[config.mk]
export PLATFORM = sky130hd
export DESIGN_NAME = spi_master
export DESIGN_NICKNAME = d
export VERILOG_FILES = /design/src/rtl/spi_master.sv
export SDC_FILE = /design/constraint.sdc
export NUM_CORES = 1
export LEC_CHECK = 0
export CAP_MARGIN = 30
export CORE_ASPECT_RATIO = 0.7
export CORE_MARGIN = 10
export CORE_UTILIZATION = 53
export DETAILED_ROUTE_END_ITERATION = 12
export GPL_TIMING_DRIVEN = 0
export HOLD_SLACK_MARGIN = 0.1
export PLACE_DENSITY = 0.79
export SLEW_MARGIN = 10
export SYNTH_ARGS = -nofsm -noshare
export SYNTH_HDL_FRONTEND = slang
export SYNTH_SLANG_ARGS = --single-unit
[constraint.sdc]
create_clock -name clk -period 2 [get_ports clk]
set_input_delay 0.4 -clock clk [delete_from_list [all_inputs] [get_ports clk]]
set_output_delay 0.4 -clock clk [all_outputs]
set_load 0.01 [all_outputs]
[src/rtl/spi_master.sv]
// Byte-oriented SPI mode 0 initiator with active-high cs, programmable sck rate
// and cs setup / inter-byte gap / idle timing.
module spi_master #(
  parameter int unsigned CLK_DIV  = 2,
  parameter int unsigned CS_SETUP = 2,
  parameter int unsigned BYTE_GAP = 4,
  parameter int unsigned CS_IDLE  = 2
) (
  input  logic       clk,
  input  logic       rst,
  input  logic [7:0] tx_data,
  input  logic       tx_valid,
  output logic       tx_ready,
  input  logic       keep_cs,
  output logic [7:0] rx_data,
  output logic       rx_valid,
  output logic       busy,
  output logic       sck,
  output logic       mosi,
  input  logic       miso,
  output logic       cs
);

  localparam int unsigned MAX_A = (CLK_DIV > CS_SETUP) ? CLK_DIV : CS_SETUP;
  localparam int unsigned MAX_B = (BYTE_GAP > CS_IDLE) ? BYTE_GAP : CS_IDLE;
  localparam int unsigned MAX_T = (MAX_A > MAX_B) ? MAX_A : MAX_B;
  localparam int unsigned TW    = $clog2(MAX_T) + 1;

  // Timer holds remaining cycles minus one, so a state lasts exactly its programmed length.
  localparam logic [TW-1:0] T_DIV   = TW'(CLK_DIV - 1);
  localparam logic [TW-1:0] T_SETUP = TW'(CS_SETUP - 1);
  localparam logic [TW-1:0] T_GAP   = TW'(BYTE_GAP - 1);
  localparam logic [TW-1:0] T_IDLE  = TW'(CS_IDLE - 1);

  localparam logic [2:0] S_IDLE    = 3'd0;
  localparam logic [2:0] S_SETUP   = 3'd1;
  localparam logic [2:0] S_HIGH    = 3'd2;
  localparam logic [2:0] S_LOW     = 3'd3;
  localparam logic [2:0] S_GAP     = 3'd4;
  localparam logic [2:0] S_RELEASE = 3'd5;

  logic [2:0]    state_q, state_d;
  logic [TW-1:0] timer_q, timer_d;
  logic [7:0]    tx_sh_q, tx_sh_d;
  logic [7:0]    rx_sh_q, rx_sh_d;
  logic [2:0]    bit_cnt_q, bit_cnt_d;
  logic          sck_q, sck_d;
  logic          cs_q, cs_d;
  logic          mosi_q, mosi_d;
  logic [7:0]    rx_data_q, rx_data_d;
  logic          rx_valid_q, rx_valid_d;
  logic          expired;

  assign expired  = (timer_q == '0);
  assign tx_ready = (state_q == S_IDLE) || ((state_q == S_GAP) && expired);
  assign busy     = (state_q != S_IDLE);
  assign sck      = sck_q;
  assign cs       = cs_q;
  assign mosi     = mosi_q;
  assign rx_data  = rx_data_q;
  assign rx_valid = rx_valid_q;

  // Next-state and datapath decode
  always_comb begin
    state_d    = state_q;
    timer_d    = expired ? timer_q : timer_q - TW'(1);
    tx_sh_d    = tx_sh_q;
    rx_sh_d    = rx_sh_q;
    bit_cnt_d  = bit_cnt_q;
    sck_d      = sck_q;
    cs_d       = cs_q;
    mosi_d     = mosi_q;
    rx_data_d  = rx_data_q;
    rx_valid_d = 1'b0;

    case (state_q)
      S_IDLE: begin
        if (tx_valid) begin
          tx_sh_d   = tx_data;
          cs_d      = 1'b1;
          mosi_d    = tx_data[7];
          bit_cnt_d = 3'd0;
          state_d   = S_SETUP;
          timer_d   = T_SETUP;
        end
      end
      S_SETUP: begin
        if (expired) begin
          sck_d   = 1'b1;
          rx_sh_d = {rx_sh_q[6:0], miso};
          state_d = S_HIGH;
          timer_d = T_DIV;
        end
      end
      S_HIGH: begin
        if (expired) begin
          sck_d = 1'b0;
          if (bit_cnt_q != 3'd7) begin
            tx_sh_d   = {tx_sh_q[6:0], 1'b0};
            mosi_d    = tx_sh_q[6];
            bit_cnt_d = bit_cnt_q + 3'd1;
            state_d   = S_LOW;
            timer_d   = T_DIV;
          end else begin
            rx_data_d  = rx_sh_q;
            rx_valid_d = 1'b1;
            state_d    = S_GAP;
            timer_d    = T_GAP;
          end
        end
      end
      S_LOW: begin
        if (expired) begin
          sck_d   = 1'b1;
          rx_sh_d = {rx_sh_q[6:0], miso};
          state_d = S_HIGH;
          timer_d = T_DIV;
        end
      end
      S_GAP: begin
        // A new byte wins over ending the transaction; keep_cs only matters when none is offered.
        if (expired) begin
          if (tx_valid) begin
            tx_sh_d   = tx_data;
            mosi_d    = tx_data[7];
            bit_cnt_d = 3'd0;
            state_d   = S_LOW;
            timer_d   = T_DIV;
          end else if (!keep_cs) begin
            cs_d    = 1'b0;
            mosi_d  = 1'b0;
            state_d = S_RELEASE;
            timer_d = T_IDLE;
          end
        end
      end
      S_RELEASE: begin
        if (expired) begin
          state_d = S_IDLE;
        end
      end
      default: begin
        state_d = S_IDLE;
        sck_d   = 1'b0;
        cs_d    = 1'b0;
        mosi_d  = 1'b0;
      end
    endcase
  end

  always_ff @(posedge clk or posedge rst) begin
    if (rst) begin
      state_q    <= S_IDLE;
      timer_q    <= '0;
      tx_sh_q    <= 8'h00;
      rx_sh_q    <= 8'h00;
      bit_cnt_q  <= 3'd0;
      sck_q      <= 1'b0;
      cs_q       <= 1'b0;
      mosi_q     <= 1'b0;
      rx_data_q  <= 8'h00;
      rx_valid_q <= 1'b0;
    end else begin
      state_q    <= state_d;
      timer_q    <= timer_d;
      tx_sh_q    <= tx_sh_d;
      rx_sh_q    <= rx_sh_d;
      bit_cnt_q  <= bit_cnt_d;
      sck_q      <= sck_d;
      cs_q       <= cs_d;
      mosi_q     <= mosi_d;
      rx_data_q  <= rx_data_d;
      rx_valid_q <= rx_valid_d;
    end
  end

endmodule

==> results of run 1 <==
cells by family (layout without fill, tap and decap cells):
group / after synthesis / count (layout)
buf+inv: 15 / 51
fa+ha+maj: 4 / 4
flops: 36 / 36
mux: 31 / 31
compound gates: 30 / 30
simple gates: 37 / 37
through the flow:
| stage | power, uW | worst slack [ns] | hold slack [ns] | setup TNS [ns] |
|---|---|---|---|---|
| floorplan | 2240 | 0.256 | 0.457 | 0 |
| finish | 3230 | 0.0758 | 0.478 | 0 |
| global placement | 2500 | -0.0409 | 0.460 | -0.0699 |
| global route | 3460 | -0.000334 | 0.504 | -0.000334 |
| detailed placement | 2580 | -0.0720 | 0.465 | -0.141 |
| CTS | 3210 | 0.00194 | 0.481 | 0 |
worst max-delay path, stage by stage, from the launching register on:
cell           delay (ns)
dfrtp_1              0.40
clkbuf_4             0.23
or3_1                0.32
dlygate4sd2_1        0.29
placed cells by master, fill, tap and decap left out, types with 2 or more instances in the layout:
cell type and instances:
a21oi_1 2, clkdlybuf4s50_1 24, clkbuf_8 7, o211ai_1 2, mux2_4 6, buf_4 5, dfrtp_2 2, ha_1 3
o31a_1 2, nand2_1 9, o22ai_1 3, nand2b_1 3, mux2i_1 3, dfrtp_1 34, nor2_2 2, mux2_2 22
inv_2 3, nor2_1 8, o21a_1 2, nor2b_1 2, buf_6 2, o21ai_0 7, inv_1 5
registers in the layout, summed over array words and instances, names as in the netlist:
register and flops:
state_q 3, rx_valid 1, mosi 1, timer_q 3
rx_sh_q 8, tx_sh_q 7, sck 1, rx_data 8
cs 1, bit_cnt_q 3
cell type report:
type	count	area, sq um
Fill cell	238	942
Tap cell	47	58.8
Buffer	4	43.8
Sequential cell	36	903
Multi-Input combinational cell	102	870
Timing Repair Buffer	31	292
Clock inverter	1	7.51
Clock buffer	7	86.3
Inverter	8	30.0
repair_timing:
| action | 4_1_cts | 5_1_grt |
|---|---|---|
| endpoints found under the setup margin | 2 | 2 |
| buffers inserted | 2 | 3 |
| gates resized for setup | 12 | 3 |
| pin swaps | 0 | 0 |
| hold buffers | 0 | 0 |
| cloned | 0 | 0 |
layer usage:
metal  routed length [microns]  vias up
li1                          -      616
met1                      1660      643
met2                      1830       29
met3                       213        7
met4                        61        0
met5                         0        -
power by group:
part	switching, uW	internal [uW]	total, uW
Clock	256	280	536
Combinational	679	844	1520
Sequential	180	990	1170
final timing paths:
check / startpoint / to / slack (ns) / depth (start not counted)
max: state_q[2]$_DFFE_PP0P_ / busy / 0.08 / 3
min: sck$_DFFE_PP0P_ / sck$_DFFE_PP0P_ / 0.48 / 1
max reg2reg: bit_cnt_q[0]$_DFFE_PP0P_ / tx_sh_q[2]$_DFFE_PP0P_ / 0.10 / 6
min reg2reg: sck$_DFFE_PP0P_ / sck$_DFFE_PP0P_ / 0.48 / 1
max in group asynchronous: rst / state_q[1]$_DFFE_PP0P_ / 0.93 / 2
min in group asynchronous: rst / tx_sh_q[1]$_DFFE_PP0P_ / 0.56 / 2
==> impl_metrics.tcl, run 1 <==
set metrics [dict create \
    firstDrtPassIters 4 \
    synth_compound_gate_area_share 0.120 \
    outcome "finished, final reports clean" \
    grt_use_met1 0.144 \
    final.period_utilization 0.962 \
    final.min_clock_period_ns 1.92 \
    synth_cells 153 \
    maxCapViolCount 0 \
    timing_hold_violations_final 0 \
    worst-slew-pin-transition_ns 0.742 \
    cts_max_path_buffers 2 \
    place_inst 226 \
    timing.final.setup_violations 0 \
    numClockSinks 36 \
    yosys.area.top_type "dfrtp_1" \
    hold_path_class "register to register" \
    synthTopCellsByArea "dfrtp_1 (49%), mux2_2 (14%), mux2_4 (4.9%)" \
    syn_nets 170 \
    via_count_normalized_by_instance_count 5.49 \
    critical_path.startpoint_type "register" \
    asr_flop_ratio_synth 1.00 \
    post_synth_num_cell_types 45 \
    ys_ff_latch 36 \
    yosys.area_share.simple 0.119 \
    dp.final_hpwl_microns 2670 \
    worst_slew_margin_rel 0.505 \
    post_synth_edffs 0 \
    final-max-slew-violation-count 0 \
    wl_final_microns 3770 \
    place.port_buffers 26 \
    nets 205 \
    fin_util 0.709 \
    synth_top_area_share 0.491 \
    track_usage 0.126 \
    syn-mean-instance-area_sq_um 12.0 \
    synth.top_cells.by_count "dfrtp_1 (36), mux2_2 (22), nand2_1 (9)" \
    drtAntennaViolNets 0 \
    critical_path_required_ns 1.60 \
    grt_antenna_before_repair 0 \
    tritoncts "yes" \
    fp.dieH_microns 69.2 \
    yosys.area_share.xor_xnor 0 \
    drive_above_1_share 0.317 \
    worst_path_maximum_fanout 19 \
    synth.area.mux_share 0.201 \
    post_synth_fa_ha_maj_area_fraction 0.0273 \
    synth_top_family_by_area "multiplexers" \
    gr-max-usage-layer "met2" \
    grt_first_pass_wirelength_microns 6440 \
    floorplan.initialDensity 0.567 \
    grt-ovfl-total 0 \
    placedInstanceArea_sq_mm 0.00215 \
    seq_area_frac_synth 0.491 \
    vias 1295 \
    leakagePower_uw 0.00103 \
    cts-buffers-inserted 5 \
    power-per-cell-area_mw_per_mm2 1410 \
    die_width_microns 90.3 \
    final_gp_congestion 0.851 \
    area_growth_syn_to_layout_pct 25.0 \
    root_buffer "clkbuf_8" \
    yosys_warnings 0 \
    globalRouteMet2Util 0.205 \
    core_ar_sq_mm 0.00323 \
    grt_max_degree 37 \
    n_antenna_cell 0 \
    worstSkewPairLatency_ns 0.29 \
    timing_worst_setup_path_type "register to output pin" \
    io_count 27 \
    most_used_standard_cell_by_instance_count_after_synthesis "dfrtp_1" \
    groute.layer.met3.usage 0.0453 \
    max_freq_ghz 0.520 \
    die_area_sq_mm 0.00625 \
    drc 0 \
    layout.cell_area.non_filler_sq_mm 0.00229 \
    num_rows 17 \
    cp_data_arrival_time_ns 1.52 \
    routed_wire_length_per_instance_microns 16.0 \
    vdd_drop_max_mv 0.824 \
    via_count_of_the_first_global_routing_pass 1376 \
    timing.critical_path.to_type "output pin" \
    netlist_area_sq_mm 0.00183 \
    final_cell_count_no_fill 236 \
    drt-initial-drc-count 138 \
    skew_ns 0.00288 \
    clkTransAtPathRegs_ns 0.07 \
    cts_htree_levels 2 \
    yosys_most_used_dff "dfrtp_1" \
]
(Power assumes the default switching activity.)
==> run 2: changes to the inputs <==
- RECOVER_POWER: unset -> 50
==> run 2 against run 1 <==
Core utilization decreased by 0.35 points; clock-buffer cell count is the same; via count about the same; clock power barely moved; first-iteration DRC count up 2.2%; sequential cell count did not move; non-clock buffer count did not move; routed wire length increased by 0.16%; combinational power about the same; critical path depth is the same.
==> impl_metrics.tcl, run 2 (synthesized netlist as in run 1, its figures left out) <==
set metrics [dict create \
    place.port_buffers 26 \
    drc 0 \
    wl_final_microns 3770 \
    worst_path_maximum_fanout 19 \
    hold_start "sck$_DFFE_PP0P_" \
    grt_first_pass_wirelength_microns 6440 \
    final_gp_congestion 0.851 \
    clock_power_share 0.167 \
    most_frequent_cells_in_the_layout "dfrtp_1 (34), clkdlybuf4s50_1 (24), mux2_2 (22), nand2_1 (10), nor2_1 (8)" \
    outcome "finished, final reports clean" \
    hold_path_class "register to register" \
    maxCapViolCount 0 \
    layout.cells.most_common "dfrtp_1" \
    drtAntennaViolNets 0 \
    netSwitchingPower_uw 1110 \
    cts-buffers-inserted 5 \
    vias 1294 \
    whs_endpoint "sck$_DFFE_PP0P_" \
    final.period_utilization 0.962 \
    p_comb_frac 0.469 \
    fin_util 0.705 \
    timing.final.setup_violations 0 \
    final.min_clock_period_ns 1.92 \
    io_count 27 \
    die_area_sq_mm 0.00625 \
    firstDrtPassIters 4 \
    worstSkewPairLatency_ns 0.29 \
    timing_hold_violations_final 0 \
    worst-slew-pin-transition_ns 1.34 \
    drt-initial-drc-count 141 \
    area_growth_syn_to_layout_pct 24.4 \
    drive_above_1_share 0.302 \
    power-per-cell-area_mw_per_mm2 1410 \
    grt_max_degree 37 \
    num_rows 17 \
    vdd_drop_max_mv 0.819 \
    routed_wire_length_per_instance_microns 16.0 \
    p_seq_frac 0.364 \
    grt_antenna_before_repair 0 \
    timing.critical_path.to_type "output pin" \
    critical_path_required_ns 1.60 \
    worstReg2RegStart "bit_cnt_q[0]$_DFFE_PP0P_" \
    leakagePower_uw 0.00101 \
    grt-ovfl-total 0 \
    core_ar_sq_mm 0.00323 \
    dp.final_hpwl_microns 2670 \
    cp_data_arrival_time_ns 1.52 \
    setup_ws_ns 0.0759 \
    skew_ns 0.00287 \
    critical_path.reg2reg.endpoint "tx_sh_q[2]$_DFFE_PP0P_" \
    worst_slew_margin_rel 0.103 \
    floorplan.initialDensity 0.567 \
    layout.cell_area.non_filler_sq_mm 0.00228 \
    via_count_normalized_by_instance_count 5.48 \
    cts_htree_levels 2 \
    fp.dieH_microns 69.2 \
    final_cell_count_no_fill 236 \
    placement.setup.worst_slack_ns -0.0720 \
    via_count_of_the_first_global_routing_pass 1376 \
    cell_internal_pwr_uw 2100 \
    hold_buffers 0 \
    placedInstanceArea_sq_mm 0.00215 \
    timing_worst_setup_path_type "register to output pin" \
    die_width_microns 90.3 \
    final-max-slew-violation-count 0 \
    numClockSinks 36 \
    nets 205 \
    root_buffer "clkbuf_8" \
    n_antenna_cell 0 \
    critical_path.startpoint_type "register" \
    power.share.switching 0.345 \
    hold_path_depth 1 \
    track_usage 0.126 \
    cts_max_path_buffers 2 \
    max_freq_ghz 0.520 \
    place_inst 226 \
    tritoncts "yes" \
    clkTransAtPathRegs_ns 0.07 \
    timing.reg2reg.setup_slack_ns 0.12 \
    count_of_cells_along_the_worst_register_to_register_path 6 \
]
run 2: changes by cell type in the layout (fill, tap and decap cells not counted):
| cell | delta |
|---|---|
| nand2_1 | +1 |
| clkbuf_1 | +1 |
| inv_1 | +1 |
| nand2_4 | -1 |
| inv_2 | -1 |
| buf_4 | -1 |
run 2: worst max path at each step:
stage / endpoint / from / slack (ns)
floorplan: tx_sh_q[1]$_DFFE_PP0P_ / bit_cnt_q[0]$_DFFE_PP0P_ / 0.26
global placement: tx_ready / timer_q[1]$_DFF_PP0_ / -0.04
detailed placement: tx_ready / timer_q[0]$_DFF_PP0_ / -0.07
CTS: tx_ready / timer_q[1]$_DFF_PP0_ / 0.002
global route: busy / state_q[2]$_DFFE_PP0P_ / -0.0003
finish: busy / state_q[2]$_DFFE_PP0P_ / 0.08
run 2: power groups by stage:
stage                     registers [uW]  logic [uW]  clock network, uW
after CTS                           1160        1500                551
after global routing                1210        1650                582
final                               1170        1510                536
after global placement              1140        1360                  0
after floorplan                     1120        1120                  0
after detailed placement            1160        1420                  0
run 2: worst max-delay path, stage by stage (launching register included):
cell           delay, ns
dfrtp_1             0.40
clkbuf_4            0.23
or3_1               0.32
dlygate4sd2_1       0.29
run 2: routing by layer:
layer | vias up | part of all wire | global-route usage
li1 | 616 | - | -
met1 | 644 | 0.44 | 0.144
met2 | 27 | 0.49 | 0.205
met3 | 7 | 0.055 | 0.0453
met4 | 0 | 0.016 | 0.0592
met5 | - | 0 | 0
run 2: timing repair:
action / CTS / global route
setup endpoints to repair: 2 / 2
cloned: 0 / 0
gates resized for setup: 12 / 3
pin swaps: 0 / 0
setup buffers: 2 / 3
run 2: layout make-up:
class	count	area (sq um)
sequential	36	903
inverter	8	30.0
buffer	4	43.8
clock inverter	1	7.51
clock buffer	7	86.3
timing repair buffer	31	288
multi-input combinational	102	862
fill	242	953
tap	47	58.8
run 2: per-stage QoR:
step                      hold slack (ns)  total power, uW  setup TNS, ns
after global placement              0.460             2500        -0.0699
after global routing                0.504             3440      -0.000334
after detailed placement            0.465             2580         -0.141
final                               0.478             3210              0
after floorplan                     0.457             2240              0
after CTS                           0.481             3210              0
